$ cat src/rtl/prog_link_pkg.sv
// Shared types and constants for the 8-bit
// instruction fetch link.
package prog_link_pkg;

  typedef enum logic [1:0] {
    IDLE,
    READ,
    SETUP,
    ACK
  } srv_state_t;

  localparam int LINK_ADDR_W          = 8;
  localparam int LINK_DATA_W          = 8;
  localparam int DEFAULT_SETUP_CYCLES = 4;

endpackage

$ cat src/rtl/bit_synchronizer.sv
// Multi-flop synchronizer for a single
// asynchronous control bit.
module bit_synchronizer #(
  parameter int STAGES = 2
) (
  input  logic clk,
  input  logic rst_n,
  input  logic d_i,
  output logic q_o
);

  logic [STAGES-1:0] sync_q;

  always_ff @(posedge clk or negedge rst_n) begin
    if (!rst_n) begin
      sync_q <= '0;
    end else begin
      sync_q <= {sync_q[STAGES-2:0], d_i};
    end
  end

  assign q_o = sync_q[STAGES-1];

endmodule

$ cat src/rtl/program_rom_server.sv
// Program-memory responder: serves byte fetches
// over a four-phase req/ack link, host-writable.
module program_rom_server
  import prog_link_pkg::*;
#(
  parameter int DEPTH        = 256,
  parameter int SETUP_CYCLES = DEFAULT_SETUP_CYCLES,
  parameter int SYNC_STAGES  = 2
) (
  input  logic                   clk,
  input  logic                   rst,
  input  logic                   req_in,
  input  logic [LINK_ADDR_W-1:0] addr_in,
  output logic [LINK_DATA_W-1:0] data_out,
  output logic                   ack_out,
  input  logic                   prog_we,
  input  logic [LINK_ADDR_W-1:0] prog_addr,
  input  logic [LINK_DATA_W-1:0] prog_data,
  output logic                   busy,
  output logic [15:0]            xfer_count,
  output logic                   abort_flag
);

  localparam int AW = (DEPTH > 1) ? $clog2(DEPTH) : 1;
  localparam logic [3:0] SC = 4'(SETUP_CYCLES);

  srv_state_t state_q, state_d;
  logic [LINK_ADDR_W-1:0] addr_q, addr_d;
  logic [LINK_DATA_W-1:0] data_q, data_d;
  logic [3:0]             cnt_q, cnt_d;
  logic [15:0]            count_q, count_d;
  logic                   ack_q, ack_d;
  logic                   abort_q, abort_d;
  logic                   armed_q, armed_d;
  logic                   req_s;

  logic [LINK_DATA_W-1:0] rom [DEPTH];
  logic [LINK_DATA_W-1:0] rom_q;

  bit_synchronizer #(
    .STAGES(SYNC_STAGES)
  ) u_req_sync (
    .clk  (clk),
    .rst_n(rst),
    .d_i  (req_in),
    .q_o  (req_s)
  );

  // Read-first: a write landing on the READ edge
  // leaves rom_q with the old byte.
  always_ff @(posedge clk) begin
    if (prog_we && (int'(prog_addr) < DEPTH)) begin
      rom[prog_addr[AW-1:0]] <= prog_data;
    end
    if (state_q == READ) begin
      rom_q <= (int'(addr_q) < DEPTH) ?
               rom[addr_q[AW-1:0]] : '0;
    end
  end

  always_comb begin
    state_d = state_q;
    addr_d  = addr_q;
    data_d  = data_q;
    cnt_d   = cnt_q;
    count_d = count_q;
    ack_d   = ack_q;
    abort_d = abort_q;
    armed_d = armed_q;
    if (!req_s) armed_d = 1'b1;
    unique case (state_q)
      IDLE: begin
        if (req_s && armed_q) begin
          addr_d  = addr_in;
          armed_d = 1'b0;
          state_d = READ;
        end
      end
      READ: begin
        if (!req_s) begin
          abort_d = 1'b1;
          state_d = IDLE;
        end else begin
          cnt_d   = '0;
          state_d = SETUP;
        end
      end
      SETUP: begin
        if (!req_s) begin
          abort_d = 1'b1;
          state_d = IDLE;
        end else begin
          if (cnt_q == '0) data_d = rom_q;
          if (cnt_q == SC) begin
            ack_d   = 1'b1;
            state_d = ACK;
          end else begin
            cnt_d = cnt_q + 4'd1;
          end
        end
      end
      ACK: begin
        if (!req_s) begin
          ack_d   = 1'b0;
          count_d = count_q + 16'd1;
          state_d = IDLE;
        end
      end
      default: state_d = IDLE;
    endcase
  end

  always_ff @(posedge clk or negedge rst) begin
    if (!rst) begin
      state_q <= IDLE;
      addr_q  <= '0;
      data_q  <= '0;
      cnt_q   <= '0;
      count_q <= '0;
      ack_q   <= 1'b0;
      abort_q <= 1'b0;
      armed_q <= 1'b1;
    end else begin
      state_q <= state_d;
      addr_q  <= addr_d;
      data_q  <= data_d;
      cnt_q   <= cnt_d;
      count_q <= count_d;
      ack_q   <= ack_d;
      abort_q <= abort_d;
      armed_q <= armed_d;
    end
  end

  assign data_out   = data_q;
  assign ack_out    = ack_q;
  assign busy       = (state_q != IDLE);
  assign xfer_count = count_q;
  assign abort_flag = abort_q;

endmodule

$ cat config.mk
export PLATFORM = sky130hd
export DESIGN_NAME = program_rom_server
export DESIGN_NICKNAME = d
export VERILOG_FILES = /design/src/rtl/prog_link_pkg.sv /design/src/rtl/bit_synchronizer.sv /design/src/rtl/program_rom_server.sv
export SDC_FILE = /design/constraint.sdc
export NUM_CORES = 2
export LEC_CHECK = 0
export CAP_MARGIN = 40
export CORE_ASPECT_RATIO = 1.5
export CORE_MARGIN = 5
export CORE_UTILIZATION = 55
export DETAILED_ROUTE_END_ITERATION = 8
export PLACE_DENSITY = 0.81
export SLEW_MARGIN = 15
export SYNTH_ARGS = -nofsm -noshare
export SYNTH_HDL_FRONTEND = slang
export SYNTH_SLANG_ARGS = --single-unit
$ cat constraint.sdc
create_clock -name clk -period 3 [get_ports clk]
set_input_delay 0.6 -clock clk [delete_from_list [all_inputs] [get_ports clk]]
set_output_delay 0.6 -clock clk [all_outputs]
set_load 0.02 [all_outputs]
==> impl_metrics.env <==
export IMPL_status="finished, violations left"
export IMPL_violations="setup timing"
export IMPL_synth_flop_cell="edfxtp_1"
export IMPL_post_place_cells=6324
export IMPL_nets=4651
export IMPL_crit_type="reg -> reg"
export IMPL_synth_edff_count=2056
export IMPL_clock_latency_ns=0.83
export IMPL_synthTopCellsByArea="edfxtp_1 (76%), mux4_2 (12%), mux2i_1 (2.2%), a22oi_1 (1.6%), nor2_1 (1.4%)"
export IMPL_synth_async_reset_ratio_pct=2.049
export IMPL_fin_cells=6683
export IMPL_syn_cell_area_sq_um=81360
export IMPL_cts_sinks=2099
export IMPL_finalSetupViolations=7
export IMPL_synthesis_instances=3966
export IMPL_ios=55
export IMPL_wire_per_inst_um=33.86
export IMPL_min_path_type="in -> reg"
export IMPL_drive_gt1_share_pct=30.75
export IMPL_cts_buffers=173
export IMPL_grt_overflow=0
export IMPL_hold_violations=0
export IMPL_maxCapViolCount=0
export IMPL_arrival_ns=3.81
export IMPL_fill_cells=8822
export IMPL_clockRootBuffer="clkbuf_16"
export IMPL_min_period_ns=3.174
export IMPL_globalRouteTotalUtil_pct=28.63
export IMPL_multi_input_comb_area_sq_um=17750
export IMPL_clk_pin_slew_ns=0.07
export IMPL_start_kind="flip-flop"
export IMPL_cts_htree_levels=4
export IMPL_synth_nets=4001
export IMPL_final_cell_area_sq_um=95350
export IMPL_netlist_area_leader_share_pct=75.88
export IMPL_clock_fmax_ghz=0.3151
export IMPL_vias=45890
export IMPL_ys_ff_latch=2099
export IMPL_synth_cells_most_frequent="edfxtp_1 (2056), mux4_2 (418), nor2_1 (302), mux2i_1 (182), a22oi_1 (170)"
export IMPL_antenna_found_initial=9
export IMPL_syn2layout_area_growth_pct=17.19
export IMPL_crit_path_max_fanout=37
export IMPL_critical_path_required_ns=3.63
export IMPL_grt_max_degree=120
export IMPL_ff_latch_area_sq_um=62830
export IMPL_grt_pass1_vias=46710
export IMPL_setup_slack_ns=-0.1739
export IMPL_yosysTopAreaCell="edfxtp_1"
export IMPL_drt_iter0_drc=7034
export IMPL_drv_slew=0
export IMPL_ant_nets=0
export IMPL_postPlaceCellArea_sq_um=88450
export IMPL_clockBufferDepth=3
export IMPL_dr_pass1_iters=8
export IMPL_power_mw=83.52
export IMPL_grt_pass1_wl_um=321100
export IMPL_place_ws_ns=-0.5062
export IMPL_synth_most_common_cell="edfxtp_1"
export IMPL_worst_pin_slew_ns=0.9195
export IMPL_skew_ns=0.03820
export IMPL_die_area_sq_um=155900
export IMPL_drt_total_wl_um=226300
export IMPL_core_area_sq_um=147600
export IMPL_fin_crit_sh_pct=105.8
export IMPL_cts_tree="built"
export IMPL_ys_types=59
export IMPL_yosys_warnings=0
export IMPL_synth_area_per_cell_sq_um=20.51
export IMPL_gp_congestion=0.9316
export IMPL_portBuffers=54
export IMPL_drc=0
export IMPL_std_cell_rows=173
export IMPL_powerDensity_nw_per_um2=875.9
export IMPL_dp_hpwl_um=134900
export IMPL_cp_end_kind="flip-flop"
export IMPL_r2r_slack_ns=-0.17
export IMPL_vdd_drop_max_mv=0.8295
export IMPL_seq_area_frac_synth_pct=77.21
export IMPL_rsz0062_at_grt="yes"
export IMPL_p_leak_nw=31.15
export IMPL_start_util_pct=55.11
export IMPL_die_height_um=481.1
export IMPL_die_w_um=324.0
export IMPL_holdWs_ns=0.09504
export IMPL_viasPerCell=6.867
export IMPL_relSlewSlack_pct=38.70
[sequential cells by signal, summed over array words and instances (netlist names)]
name and count:
cnt_q 4, armed_q 1, addr_q 8, u_req_sync.sync_q 2
abort_flag 1, rom_q 8, data_out 8, xfer_count 16
ack_out 1, rom 2048, state_q 2
[per-layer routing]
layer	vias up	global-route usage (%)	wire length, um
met1	22980	32.73	67570
met5	-	0	40
met3	1081	6.350	23890
li1	17730	-	-
met2	4096	47.69	113100
met4	6	20.83	21710
[through the flow]
step                setup TNS, ns  util (%)
global route              -0.8562     64.58
floorplan                       0         -
detailed placement         -2.662     59.91
global placement           -2.821     59.89
finish                    -0.6333     64.59
CTS                    -0.0004843     64.18
[final cells by class]
class / instances / area share (%)
clock inverter: 114 / 1.081
timing repair buffer: 719 / 7.116
antenna: 4 / 0.01050
sequential: 2099 / 65.89
multi-input combinational: 1612 / 18.62
clock buffer: 199 / 4.710
inverter: 11 / 0.04330
tap: 1925 / 2.526
[worst max-delay path, cell delays in order, from the launching register on]
cell     delay [ns]
dfrtp_2        0.70
buf_4          0.24
nor2b_4        0.44
buf_12         0.30
a22oi_1        0.18
a21oi_1        0.73
nor4_4         0.09
nor4_1         0.24
[cell families (layout without fill, tap and decap cells)]
kind of cell	after synthesis	after routing	share of synthesized area (%)
AOI/OAI and AO/OA	441	441	3.728
xor gates and xnor gates	15	15	0.1615
adders and majority gates	7	7	0.1076
buffers and inverters	255	1043	1.758
DFF	2099	2099	77.21
muxes	622	622	14.17
other	0	4	0
and+or+nand+nor	527	527	2.867
[cell usage in the layout, fill, tap and decap left out, types with 15 or more instances in the layout]
cell type | Yosys | routed
mux2_2 | 19 | 19
a22o_1 | 15 | 15
nand3_1 | 38 | 37
dfrtp_1 | 42 | 37
nand4_1 | 17 | 17
o21ai_0 | 29 | 25
edfxtp_1 | 2056 | 2056
clkinv_1 | 1 | 45
buf_4 | 30 | 559
clkbuf_16 | 0 | 176
nor2_1 | 302 | 298
a22oi_2 | 0 | 29
o221ai_1 | 32 | 31
buf_12 | 2 | 67
clkdlybuf4s50_1 | 0 | 45
buf_6 | 24 | 21
clkinv_2 | 0 | 25
nor2b_1 | 20 | 16
mux4_2 | 418 | 418
nand2_1 | 65 | 62
clkbuf_1 | 114 | 23
a21oi_1 | 92 | 78
o22ai_1 | 37 | 34
mux2i_1 | 182 | 181
a22oi_1 | 170 | 141
[report_power, final]
part | switching (mW) | total, mW | leakage, nW | internal [mW]
registers | 0.503 | 33.0 | 19.0 | 32.5
logic | 15.5 | 28.0 | 9.46 | 12.5
clock network | 10.5 | 22.5 | 2.67 | 12.0
[worst paths after layout]
kind / cells past startpoint / endpoint / start
max: 7 / rom_q[7]$_DFFE_PN_ / addr_q[3]$_DFFE_PN0P_
min: 1 / rom[174][4]$_DFFE_PP_ / prog_data[4]
max reg2reg: 7 / rom_q[7]$_DFFE_PN_ / addr_q[3]$_DFFE_PN0P_
min reg2reg: 0 / u_req_sync.sync_q[1]$_DFF_PN0_ / u_req_sync.sync_q[0]$_DFF_PN0_
max in group asynchronous: 4 / ack_out$_DFFE_PN0P_ / rst
min in group asynchronous: 2 / data_out[1]$_DFFE_PN0P_ / rst
[repair_timing]
item | CTS | global route
hold buffers | 1 | 0
pin swaps | 17 | 20
endpoints found under the setup margin | 8 | 8
buffers inserted | 15 | 22
cloned | 4 | 0
gates resized for setup | 95 | 64
hold endpoints to repair | 39 | 0
Power figures use the tool's default switching activity.
